File: src/rtl/opcode_pkg.sv
// Shared opcode encoding constants and enums for the opcode encoder slice.
package opcode_pkg;
  localparam int              OP_W     = 4;
  localparam logic            OP_A_PFX = 1'b1;
  localparam logic [1:0]      OP_B_PFX = 2'b01;
  localparam logic [2:0]      OP_C_PFX = 3'b001;
  localparam logic [OP_W-1:0] OP_IDLE  = 4'b0000;

  typedef enum logic {EMPTY, FULL} slot_state_e;
  typedef enum logic [1:0] {CLS_A, CLS_B, CLS_C} op_class_e;
endpackage

File: src/rtl/opcode_class_buf.sv
// One-entry pending buffer; a grant frees the entry in the same cycle so a
// continuously-valid source can refill it at the edge that drains it.
module opcode_class_buf #(
  parameter int W = 1
) (
  input  logic         clk,
  input  logic         rst_n,
  input  logic         i_valid,
  input  logic [W-1:0] i_data,
  input  logic         i_grant,
  output logic         o_ready,
  output logic         o_pend,
  output logic [W-1:0] o_data
);
  logic         r_pend;
  logic [W-1:0] r_data;

  assign o_ready = !r_pend | i_grant;
  assign o_pend  = r_pend;
  assign o_data  = r_data;

  always_ff @(posedge clk or negedge rst_n) begin
    if (!rst_n) begin
      r_pend <= 1'b0;
      r_data <= '0;
    end else if (i_valid && o_ready) begin
      r_pend <= 1'b1;
      r_data <= i_data;
    end else if (i_grant) begin
      r_pend <= 1'b0;
    end
  end
endmodule

File: src/rtl/opcode_encoder.sv
// Three-class opcode encoder: fixed priority A > B > C with aging so a
// pending B or C is promoted after STARVE_LIMIT lost grants.
module opcode_encoder
  import opcode_pkg::*;
#(
  parameter int STARVE_LIMIT = 4
) (
  input  logic            clk,
  input  logic            rst_n,
  input  logic            a_valid,
  input  logic [2:0]      a_data,
  output logic            a_ready,
  input  logic            b_valid,
  input  logic [1:0]      b_data,
  output logic            b_ready,
  input  logic            c_valid,
  input  logic            c_data,
  output logic            c_ready,
  output logic            op_valid,
  input  logic            op_ready,
  output logic [OP_W-1:0] opcode
);
  localparam int             CW  = $clog2(STARVE_LIMIT + 1);
  localparam logic [CW-1:0]  LIM = CW'(STARVE_LIMIT);

  logic            w_a_pend, w_b_pend, w_c_pend;
  logic [2:0]      w_a_data;
  logic [1:0]      w_b_data;
  logic            w_c_data;
  logic            w_take, w_any;
  logic            w_grant_a, w_grant_b, w_grant_c;
  op_class_e       w_sel;
  slot_state_e     r_state;
  logic [OP_W-1:0] r_opcode;
  logic [CW-1:0]   r_cnt_b, r_cnt_c;

  opcode_class_buf #(.W(3)) u_buf_a (
    .clk(clk), .rst_n(rst_n), .i_valid(a_valid), .i_data(a_data), .i_grant(w_grant_a),
    .o_ready(a_ready), .o_pend(w_a_pend), .o_data(w_a_data));
  opcode_class_buf #(.W(2)) u_buf_b (
    .clk(clk), .rst_n(rst_n), .i_valid(b_valid), .i_data(b_data), .i_grant(w_grant_b),
    .o_ready(b_ready), .o_pend(w_b_pend), .o_data(w_b_data));
  opcode_class_buf #(.W(1)) u_buf_c (
    .clk(clk), .rst_n(rst_n), .i_valid(c_valid), .i_data(c_data), .i_grant(w_grant_c),
    .o_ready(c_ready), .o_pend(w_c_pend), .o_data(w_c_data));

  // Only registered pends compete, so same-cycle arrivals wait one edge.
  always_comb begin
    w_take = (r_state == EMPTY) | op_ready;
    w_any  = 1'b1;
    w_sel  = CLS_A;
    if (w_c_pend && r_cnt_c == LIM)      w_sel = CLS_C;
    else if (w_b_pend && r_cnt_b == LIM) w_sel = CLS_B;
    else if (w_a_pend)                   w_sel = CLS_A;
    else if (w_b_pend)                   w_sel = CLS_B;
    else if (w_c_pend)                   w_sel = CLS_C;
    else                                 w_any = 1'b0;
    w_grant_a = w_take && w_any && (w_sel == CLS_A);
    w_grant_b = w_take && w_any && (w_sel == CLS_B);
    w_grant_c = w_take && w_any && (w_sel == CLS_C);
  end

  always_ff @(posedge clk or negedge rst_n) begin
    if (!rst_n) begin
      r_state  <= EMPTY;
      r_opcode <= OP_IDLE;
      r_cnt_b  <= '0;
      r_cnt_c  <= '0;
    end else begin
      if (w_take) begin
        if (w_any) begin
          r_state <= FULL;
          case (w_sel)
            CLS_B:   r_opcode <= {OP_B_PFX, w_b_data};
            CLS_C:   r_opcode <= {OP_C_PFX, w_c_data};
            default: r_opcode <= {OP_A_PFX, w_a_data};
          endcase
        end else begin
          r_state  <= EMPTY;
          r_opcode <= OP_IDLE;
        end
      end
      if (!w_b_pend || w_grant_b)
        r_cnt_b <= '0;
      else if ((w_grant_a || w_grant_c) && r_cnt_b != LIM)
        r_cnt_b <= r_cnt_b + 1'b1;
      if (!w_c_pend || w_grant_c)
        r_cnt_c <= '0;
      else if ((w_grant_a || w_grant_b) && r_cnt_c != LIM)
        r_cnt_c <= r_cnt_c + 1'b1;
    end
  end

  assign op_valid = (r_state == FULL);
  assign opcode   = r_opcode;
endmodule

File: config.mk
export PLATFORM = sky130hd
export DESIGN_NAME = opcode_encoder
export DESIGN_NICKNAME = d
export VERILOG_FILES = /design/src/rtl/opcode_pkg.sv /design/src/rtl/opcode_class_buf.sv /design/src/rtl/opcode_encoder.sv
export SDC_FILE = /design/constraint.sdc
export NUM_CORES = 1
export LEC_CHECK = 0
export ABC_CLOCK_PERIOD_IN_PS = 2940
export CORE_UTILIZATION = 50
export DETAILED_ROUTE_END_ITERATION = 7
export HOLD_SLACK_MARGIN = 0.06
export PLACE_DENSITY = 0.86
export RECOVER_POWER = 100
export SLEW_MARGIN = 20
export SYNTH_ARGS = -nofsm -noshare
export SYNTH_HDL_FRONTEND = slang
export SYNTH_SLANG_ARGS = --single-unit
export TNS_END_PERCENT = 5
File: constraint.sdc
create_clock -name clk -period 2.94 [get_ports clk]
set_input_delay 0.441 -clock clk [delete_from_list [all_inputs] [get_ports clk]]
set_output_delay 0.441 -clock clk [all_outputs]
set_load 0.01 [all_outputs]
==> reports/metrics.yaml, run 1 <==
status: "finished clean"
final_layout_size_suffix_gt1_share_pct: 11.6
final_core_util_pct: 65.8
die_area_sq_mm: 0.00230
fin_cells: 148
critical_path_arrival_ns: 2.27
max-cap-violations: 0
design_area_sq_mm: 0.00130
synthTopCellsByArea: "dfrtp_1 47%, ha_1 8.3%, mux2_2 6.4%"
drt-initial-drc-count: 12
portBuffers: 19
clkTransAtPathRegs_ns: 0.11
syn_inst: 97
peakVddDrop_uv: 564
layout_common_cells: "20 x dfrtp_1, 11 x inv_1, 10 x clkdlybuf4s50_1, 8 x nor2_1, 8 x nand2_1"
post-route-drc-count: 0
diodes: 0
grt_pass1_vias: 722
cp_slowest_cell: "dfrtp_1"
setup_viol: 0
htreeDepth: 1
grt_overflow: 0
die_h_microns: 48.0
numCtsBuffers: 3
vias: 780
placed_area_sq_mm: 0.00129
p_per_area_mw_per_mm2: 928
antenna_left: 0
synth_seq_cells: 20
tns_ns: 0
crit_chain: "inv_1, ha_1, and2_1, nand2b_1, nand3_1, inv_1, ha_1, inv_1, o21ai_1, dlygate4sd2_1"
core-area_sq_mm: 0.00198
track_usage_pct: 21.1
fin_skew_ns: 0.00107
area_growth_pct: 23.5
synth_area_leader_cell: "dfrtp_1"
wire_per_inst_microns: 13.8
crit_path_start_kind: "flop"
crit_path_frequent_cell: "inv_1"
syn-num-nets: 116
viasPerCell: 5.27
period_minus_slack_ns: 2.71
totalPowerFinal_mw: 1.21
slew_viol_final: 0
antenna_found_initial: 0
max_stage_delay_ns: 0.42
crit_buf_inv: 4
p_leak_nw: 0.575
required_ns: 2.50
maxClockFrequency_mhz: 369
worst_hold_path_type: "flop to flop"
drt_pass1_iterations: 4
initial_core_util_pct: 53.3
grt_max_degree: 21
gp_congestion: 0.804
ys_warn_count: 0
n_fill_cell: 144
ctsHoldBuffers: 0
cts_buffer_depth: 2
cts_tree: "done"
cts.sinks: 20
nets: 142
critical_path.top_delay_family: "buffers and inverters"
crit_path_end_kind: "output pin"
placementRows: 16
synth_top_area_share_pct: 47.4
die_w_microns: 48.0
hpwl_mm: 1.53
cts-root-buf: "clkbuf_4"
yosys.cell_types.count: 27
wl_mm: 2.04
critPathKind: "flop to output pin"
rsz0062_at_grt: "no"
syn_area_sq_mm: 0.00106
regArea_sq_um: 500
worstPathMaxFanout: 4
clkLatencyLatePin_ns: 0.30
final_common_cell: "dfrtp_1"
worst_pin_slew_ns: 0.913
hold_viol_final: 0
relSlewSlack_pct: 38.9
seq_area_frac_synth_pct: 47.4
multi_input_area_sq_um: 503
grt_pass1_wl_mm: 3.17
ios: 20
synth.avg_cell_area_sq_um: 10.9
dp_cells: 144
fin_crit_sh_pct: 92.1
[state kept, by name (all words and copies together), names as in the netlist, 2 cells and up]
register,flops
r_cnt_c,3
u_buf_a.o_data,3
r_cnt_b,3
u_buf_b.o_data,2
opcode,4
[logic make-up (layout without fill, tap and decap cells)]
family	count (synthesis)	after routing	share of synthesized area [%]
compound gates	18	18	14.6
buf+inv	12	36	4.38
xor+xnor	3	3	2.49
simple gates	29	29	14.6
flops	20	20	47.4
mux	8	8	8.29
fa+ha+maj	7	7	8.29
[power by group]
part,switching [mW],internal (mW),leakage (nW)
clock,0.0826,0.0479,0.0138
sequential,0.0865,0.394,0.233
combinational,0.299,0.301,0.328
[through the flow]
step           setup slack (ns)  hold WS [ns]
2_1_floorplan             0.742         0.145
3_3_place_gp              0.321         0.494
3_5_place_dp              0.270         0.491
4_1_cts                  0.0494         0.527
5_1_grt                  0.0333         0.537
6_report                  0.232         0.516
[path summary, 6_finish.rpt]
check | from | end | slack [ns] | cells after the start
worst max-delay path | r_cnt_b[0]$_DFFE_PN0P_ | b_ready | 0.23 | 10
worst min-delay path | opcode[3]$_DFFE_PN0P_ | opcode[3]$_DFFE_PN0P_ | 0.52 | 1
worst max register to register | r_cnt_b[0]$_DFFE_PN0P_ | u_buf_b.o_data[1]$_DFFE_PN0P_ | 0.52 | 12
worst min register to register | opcode[3]$_DFFE_PN0P_ | opcode[3]$_DFFE_PN0P_ | 0.52 | 1
max in group asynchronous | rst_n | u_buf_c.o_pend$_DFFE_PN0P_ | 1.68 | 1
min in group asynchronous | rst_n | op_valid$_DFFE_PN0P_ | 0.70 | 1
[repair_timing]
item                                    in CTS  in global routing
buffers inserted                             0                  1
gates resized for setup                      3                  2
endpoints found under the setup margin       2                  1
gates cloned                                 0                  0
endpoints found under the hold margin        0                  0
[synth_stat cells (all sizes together)]
library cell and instances:
xnor2 3, a22o 4, ha 7, nor3 2, dfrtp 20, inv 11, nor4b 1, nor2 8
o21a 2, nand2 8, o2bb2ai 1, nand2b 5, mux2 6, o21ai 6, buf 1, mux2i 2
nor2b 2, and2 2, nand3 1, a31oi 1, a21oi 1, a22oi 1, a2111oi 2
[worst reg2reg max path, cell delays in order, from the launching register on]
cell	delay, ns
dfrtp_1	0.42
inv_1	0.07
ha_1	0.15
and2_1	0.20
nand2b_1	0.13
nand3_1	0.14
inv_1	0.09
ha_1	0.22
inv_1	0.08
o21ai_1	0.18
clkbuf_1	0.23
nand2_1	0.12
mux2_2	0.28
[per-layer routing]
layer	share of wire [%]	wire length [microns]	global-route usage, %	up-vias
li1	-	-	-	375
met1	43	880	26.2	377
met2	51	1030	34.9	23
met3	4.1	83	3.40	5
met4	2.1	43	11.7	0
met5	0	0	0	-
[area by class of cell]
cell class / count / area share [%]
Multi-Input combinational cell: 65 / 38.6
Sequential cell: 20 / 38.4
Inverter: 11 / 3.17
Tap cell: 27 / 2.59
Clock buffer: 3 / 1.73
Timing Repair Buffer: 22 / 15.5
(Power assumes the default switching activity.)
==> run 2, diff against run 1 <==
Settings changed: ABC_AREA set to 1.
==> reports/metrics.yaml, run 2 <==
max-cap-violations: 0  # unchanged
gp_congestion: 0.791  # -1.7%
max_stage_delay_ns: 0.55  # +0.13 ns
die_w_microns: 48.0  # unchanged
crit_path_start_kind: "flop"
synth.avg_cell_area_sq_um: 8.73  # -20%
synth-simple-area-share_pct: 31.9  # +17 points
portBuffers: 19  # unchanged
largest_register_ffs: 4  # unchanged
layout_common_cells: "35 x nand2_1, 22 x nand3_1, 20 x dfrtp_1, 14 x clkdlybuf4s50_1, 11 x inv_1"
fin_skew_ns: 0.00294  # +0.00187 ns
tns_ns: 0  # unchanged
fin_cells: 170  # +15%
post-place-ws_ns: 0.452  # +0.182 ns
crit_chain: "inv_1, ha_1, nand3_1, o21ai_0, inv_1, ha_2, nand3_2, nand2_2, clkdlybuf4s50_1"
cts_tree: "done"
synth_compound_gate_area_share_pct: 5.21  # -9.4 points
htreeDepth: 1  # unchanged
nets: 164  # +15%
antenna_left: 0  # unchanged
placed_area_sq_mm: 0.00128  # -0.78%
crit_path_frequent_cell: "inv_1"
cts-root-buf: "clkbuf_4"
maxClockFrequency_mhz: 359  # -2.8%
ctsHoldBuffers: 0  # unchanged
worst_hold_path_type: "flop to flop"
crit_buf_inv: 3  # -1
r2r_end: "r_cnt_c[1]$_DFFE_PN0P_"
cp_slowest_cell: "clkdlybuf4s50_1"
whs_path_depth: 2  # +1
synth_top_area_share_pct: 47.4  # unchanged
relSlewSlack_pct: 42.7  # +3.8 points
wire_per_inst_microns: 11.6  # -16%
rsz0062_at_grt: "no"
syn-num-nets: 140  # +21%
status: "finished clean"
cts_buffer_depth: 2  # unchanged
hold_viol_final: 0  # unchanged
slew_viol_final: 0  # unchanged
hpwl_mm: 1.61  # +5.4%
cts.sinks: 20  # unchanged
ys_warn_count: 0  # unchanged
post_cts_buffers: 0  # unchanged
yosys.cell_types.count: 18  # -33%
vias: 864  # +11%
r2r_setup_slack_ns: 1.06  # +0.54 ns
clkLatencyLatePin_ns: 0.30  # about the same
die_area_sq_mm: 0.00230  # unchanged
final_common_cell: "nand2_1"
synthMuxAreaShare_pct: 0.948  # -7.3 points
period_minus_slack_ns: 2.79  # +0.0785 ns
synth_top_family_by_area: "simple AND/OR/NAND/NOR gates"
core-area_sq_mm: 0.00198  # unchanged
seq_area_frac_synth_pct: 47.4  # unchanged
dp_cells: 167  # +16%
drt-initial-drc-count: 9  # -3
synth_ff_type: "dfrtp_1"
initial_core_util_pct: 53.3  # unchanged
grt_pass1_vias: 684  # -5.3%
worstPathMaxFanout: 6  # +2
area_growth_pct: 22.6
synth_area_leader_cell: "dfrtp_1"
async_flop_share_pct: 100  # unchanged
die_h_microns: 48.0  # unchanged
worstHoldStart: "u_buf_a.o_data[1]$_DFFE_PN0P_"
p_per_area_mw_per_mm2: 986  # +6.2%
totalPowerFinal_mw: 1.28  # +5.5%
numCtsBuffers: 3  # unchanged
ctsResizeCount: 0  # -3
track_usage_pct: 17.7  # -3.4 points
grt_pass1_wl_mm: 2.75  # -13%
synth_xor_xnor_area_share_pct: 1.66  # -0.83 points
drt_pass1_iterations: 4  # unchanged
grt_max_degree: 21  # unchanged
synthTopCellsByArea: "dfrtp_1 47%, nand2_1 12%, nand3_1 10%"
placementRows: 16  # unchanged
critical_path_arrival_ns: 2.35  # +0.08 ns
viasPerCell: 5.08  # -3.6%
reg2regPathDepth: 11  # -1
antenna_found_initial: 0  # unchanged
fin_crit_sh_pct: 94.8  # +2.7 points
fin_ws_ns: 0.153  # -0.0785 ns
required_ns: 2.50  # about the same
p_leak_nw: 0.670  # +17%
syn_inst: 121  # +25%
ios: 20  # unchanged
final_layout_size_suffix_gt1_share_pct: 9.79  # -1.8 points
design_area_sq_mm: 0.00129  # -0.67%
worst_pin_slew_ns: 0.856  # -0.0566 ns
critical_path.top_delay_family: "buffers and inverters"
yosysMostFrequentCell: "nand2_1"
whs_endpoint: "u_buf_a.o_data[1]$_DFFE_PN0P_"
wl_mm: 1.98  # -3.0%
crit_path_end_kind: "output pin"
clkTransAtPathRegs_ns: 0.10  # about the same
grt_overflow: 0  # unchanged
syn_area_sq_mm: 0.00106  # unchanged
synthAdderAreaFrac_pct: 8.29  # unchanged
setup_viol: 0  # unchanged
worstReg2RegStart: "r_cnt_c[0]$_DFFE_PN0P_"
peakVddDrop_uv: 568  # +0.82%
synth_seq_cells: 20  # unchanged
diodes: 0  # unchanged
synth-edff-count: 0  # unchanged
synth.top_cells.by_count: "33 x nand2_1, 22 x nand3_1, 20 x dfrtp_1"
critPathKind: "flop to output pin"
post-route-drc-count: 0  # unchanged
-- run 2: where the power goes --
part / internal [mW] / leakage, nW / total, mW / switching (mW)
clock network: 0.0478 / 0.0138 / 0.124 / 0.0760
registers: 0.391 / 0.246 / 0.473 / 0.0819
logic: 0.287 / 0.411 / 0.680 / 0.392
total: 0.726 / 0.670 / 1.28 / 0.550
-- run 2: tightest hold or removal path: stages (launching register included) --
cell	delay [ns]
dfrtp_1	0.36
nand2_1	0.05
nand2_1	0.05
-- run 2: through the flow --
| step | utilization [%] | hold WS (ns) |
|---|---|---|
| floorplan | - | 0.145 |
| global placement | 64.6 | 0.466 |
| detailed placement | 64.6 | 0.465 |
| CTS | 65.7 | 0.489 |
| global route | 65.3 | 0.521 |
| finish | 65.3 | 0.489 |
-- run 2: logic make-up (layout without fill, tap and decap cells) --
kind of cell / Yosys count / after routing
xor gates and xnor gates: 2 / 2
muxes: 1 / 1
adders and majority gates: 7 / 7
AOI/OAI and AO/OA: 8 / 8
DFF: 20 / 20
and+or+nand+nor: 70 / 70
buffers and inverters: 13 / 35
-- run 2: layout make-up --
class                           count  area [sq um]
Fill cell                         156           687
Sequential cell                    20           500
Multi-Input combinational cell     88           499
Timing Repair Buffer               19           190
Inverter                           13          48.8
Tap cell                           27          33.8
Clock buffer                        3          22.5
-- run 2: worst max-delay path by stage --
stage	end	start	cells past startpoint	slack, ns
2_1_floorplan	c_ready	r_cnt_c[0]$_DFFE_PN0P_	7	1.11
3_3_place_gp	c_ready	r_cnt_c[0]$_DFFE_PN0P_	8	0.55
3_5_place_dp	b_ready	r_cnt_c[0]$_DFFE_PN0P_	9	0.45
4_1_cts	b_ready	r_cnt_c[0]$_DFFE_PN0P_	9	0.11
5_1_grt	b_ready	r_cnt_c[0]$_DFFE_PN0P_	9	0.03
6_report	b_ready	r_cnt_c[0]$_DFFE_PN0P_	9	0.15
-- run 2: per-layer routing --
metal | wire, microns | GRT usage, %
met3 | 70 | 4.91
met5 | 0 | 0
met1 | 891 | 23.5
met2 | 987 | 27.0
met4 | 26 | 7.78
==> run 3, diff against run 2 <==
Settings changed: CORE_MARGIN set to 2, PLACE_DENSITY 0.86 to 0.85, SYNTH_HIERARCHICAL set to 1.
==> reports/metrics.yaml, run 3 <==
grt_max_degree: 21  # unchanged
slew_viol_final: 0  # unchanged
max-cap-violations: 0  # unchanged
cts-root-buf: "clkbuf_4"
initial_core_util_pct: 51.8  # -1.5 points
clkLatencyLatePin_ns: 0.31  # about the same
synth_area_leader_cell: "dfrtp_1"
antenna_found_initial: 0  # unchanged
syn_area_sq_mm: 0.00112  # +6.4%
vias: 970  # +12%
synthTopCellsByArea: "dfrtp_1 45%, nand3_1 11%, nand2_1 10%"
synth_ff_type: "dfrtp_1"
viasPerCell: 5.27  # +3.7%
worst_hold_path_type: "flop to flop"
die_area_sq_mm: 0.00264  # +15%
synth_seq_cells: 20  # unchanged
maxClockFrequency_mhz: 357  # -0.54%
crit_path_end_kind: "output pin"
yosysMostFrequentCell: "nand2_1"
placementRows: 17  # +1
yosys.cell_types.count: 18  # unchanged
fin_skew_ns: 0.0118  # +0.00890 ns
layout_common_cells: "34 x nand2_1, 26 x nand3_1, 20 x dfrtp_1, 16 x inv_1, 11 x clkdlybuf4s50_1"
wl_mm: 2.39  # +21%
grt_pass1_wl_mm: 4.08  # +48%
antenna_left: 0  # unchanged
synth.top_cells.by_count: "30 x nand2_1, 25 x nand3_1, 20 x dfrtp_1"
ios: 20  # unchanged
syn-num-nets: 152  # +8.6%
grt_pass1_vias: 989  # +45%
relSlewSlack_pct: 40.7  # -2.0 points
ctsHoldBuffers: 0  # unchanged
cts_tree: "done"
grt_overflow: 0  # unchanged
numCtsBuffers: 3  # unchanged
fin_crit_sh_pct: 95.3  # +0.51 points
cts_buffer_depth: 2  # unchanged
regArea_sq_um: 500  # unchanged
final_layout_size_suffix_gt1_share_pct: 10.3  # +0.47 points
gp_congestion: 0.795  # +0.56%
synth_top_area_share_pct: 44.5  # -2.8 points
area_growth_pct: 22.0
syn_inst: 133  # +9.9%
core-area_sq_mm: 0.00217  # +9.5%
htreeDepth: 1  # unchanged
final_common_cell: "nand2_1"
rsz0062_at_grt: "no"
wire_per_inst_microns: 13.0  # +12%
ys_warn_count: 6  # +6
diodes: 0  # unchanged
peakVddDrop_uv: 572  # +0.72%
n_fill_cell: 195  # +25%
synth-edff-count: 0  # unchanged
die_h_microns: 51.4  # +7.2%
drt-initial-drc-count: 13  # +4
die_w_microns: 51.4  # +7.2%
totalPowerFinal_mw: 1.47  # +15%
p_per_area_mw_per_mm2: 1070  # +8.7%
setup_viol: 0  # unchanged
drt_pass1_iterations: 4  # unchanged
cts.sinks: 20  # unchanged
clkTransAtPathRegs_ns: 0.12  # +0.02 ns
worstPathMaxFanout: 4  # -2
required_ns: 2.50  # about the same
status: "finished clean"
track_usage_pct: 20.8  # +3.1 points
critical_path_arrival_ns: 2.36  # about the same
tns_ns: 0  # unchanged
critPathKind: "flop to output pin"
post-route-drc-count: 0  # unchanged
nets: 176  # +7.3%
async_flop_share_pct: 100  # unchanged
multi_input_area_sq_um: 515  # +3.3%
hpwl_mm: 1.79  # +11%
p_leak_nw: 0.742  # +11%
period_minus_slack_ns: 2.80  # +0.0151 ns
seq_area_frac_synth_pct: 44.5  # -2.8 points
portBuffers: 19  # unchanged
synth.avg_cell_area_sq_um: 8.45  # -3.2%
worst_pin_slew_ns: 0.886  # +0.0296 ns
hold_viol_final: 0  # unchanged
largest_register_ffs: 4  # unchanged
crit_path_start_kind: "flop"
## run 3: through the flow
step	util (%)	setup WS, ns	hold WS (ns)	cell area (sq um)	instances
detailed placement	62.2	0.347	0.463	1350	180
global placement	62.2	0.454	0.460	1350	180
floorplan	-	1.07	0.145	1120	133
CTS	64.7	0.00578	0.493	1400	184
finish	63.2	0.138	0.501	1370	184
global route	63.2	0.0422	0.523	1370	184
## run 3: final cells by class
cell class | count | share of cell area, %
flip-flops and latches | 20 | 36.5
multi-input cells | 93 | 37.6
repair buffers | 19 | 14.1
inverters | 20 | 5.47
clock buffers | 3 | 1.64
clock inverters | 1 | 2.19
well taps | 28 | 2.55
## run 3: power breakdown
group	total (mW)	internal, mW	switching [mW]
Combinational	0.748	0.300	0.448
Clock	0.227	0.138	0.0889
Sequential	0.494	0.393	0.101
Total	1.47	0.831	0.639
## run 3: path summary, 6_finish.rpt
kind                       cells after the start                       endpoint  slack (ns)                           from
max in group asynchronous                      1         r_cnt_c[2]$_DFFE_PN0P_        1.71                          rst_n
setup reg to reg                              14  u_buf_b/o_data[0]$_DFFE_PN0P_        0.86         r_cnt_b[0]$_DFFE_PN0P_
min in group asynchronous                      1          opcode[0]$_DFFE_PN0P_        0.68                          rst_n
hold / removal                                 2  u_buf_b/o_data[1]$_DFFE_PN0P_        0.50  u_buf_b/o_data[1]$_DFFE_PN0P_
setup / recovery                              11                        c_ready        0.14         r_cnt_b[0]$_DFFE_PN0P_
hold reg to reg                                2  u_buf_b/o_data[1]$_DFFE_PN0P_        0.50  u_buf_b/o_data[1]$_DFFE_PN0P_
## run 3: what timing repair did
| action | CTS | global route |
|---|---|---|
| resized for setup | 1 | 3 |
| endpoints found under the setup margin | 1 | 2 |
| buffers inserted | 0 | 0 |
## run 3: metal layers
layer,track usage [%],vias up,part of all wire (%)
li1,-,479,-
met1,25.3,459,41
met2,36.5,23,54
met3,2.92,9,2.9
met4,8.77,0,2.1
met5,0,-,0
## run 3: kinds of logic (layout without fill, tap and decap cells)
family	after synthesis	in the layout	share of synthesized area, %
AO/OA/AOI/OAI	10	10	5.46
XOR/XNOR	2	2	1.56
adder cells (fa/ha/maj)	7	7	7.79
buffers and inverters	20	43	6.68
flip-flops	20	20	44.5
AND/OR/NAND/NOR	74	74	34.0
## run 3: worst max-delay path, stage by stage (launching register included)
cell,delay [ns]
dfrtp_1,0.40
inv_1,0.08
ha_1,0.19
nand2_1,0.14
nand2_1,0.10
nand3_2,0.11
ha_1,0.22
nand3_2,0.09
inv_1,0.06
inv_1,0.04
nand2_2,0.08
clkdlybuf4s50_1,0.54
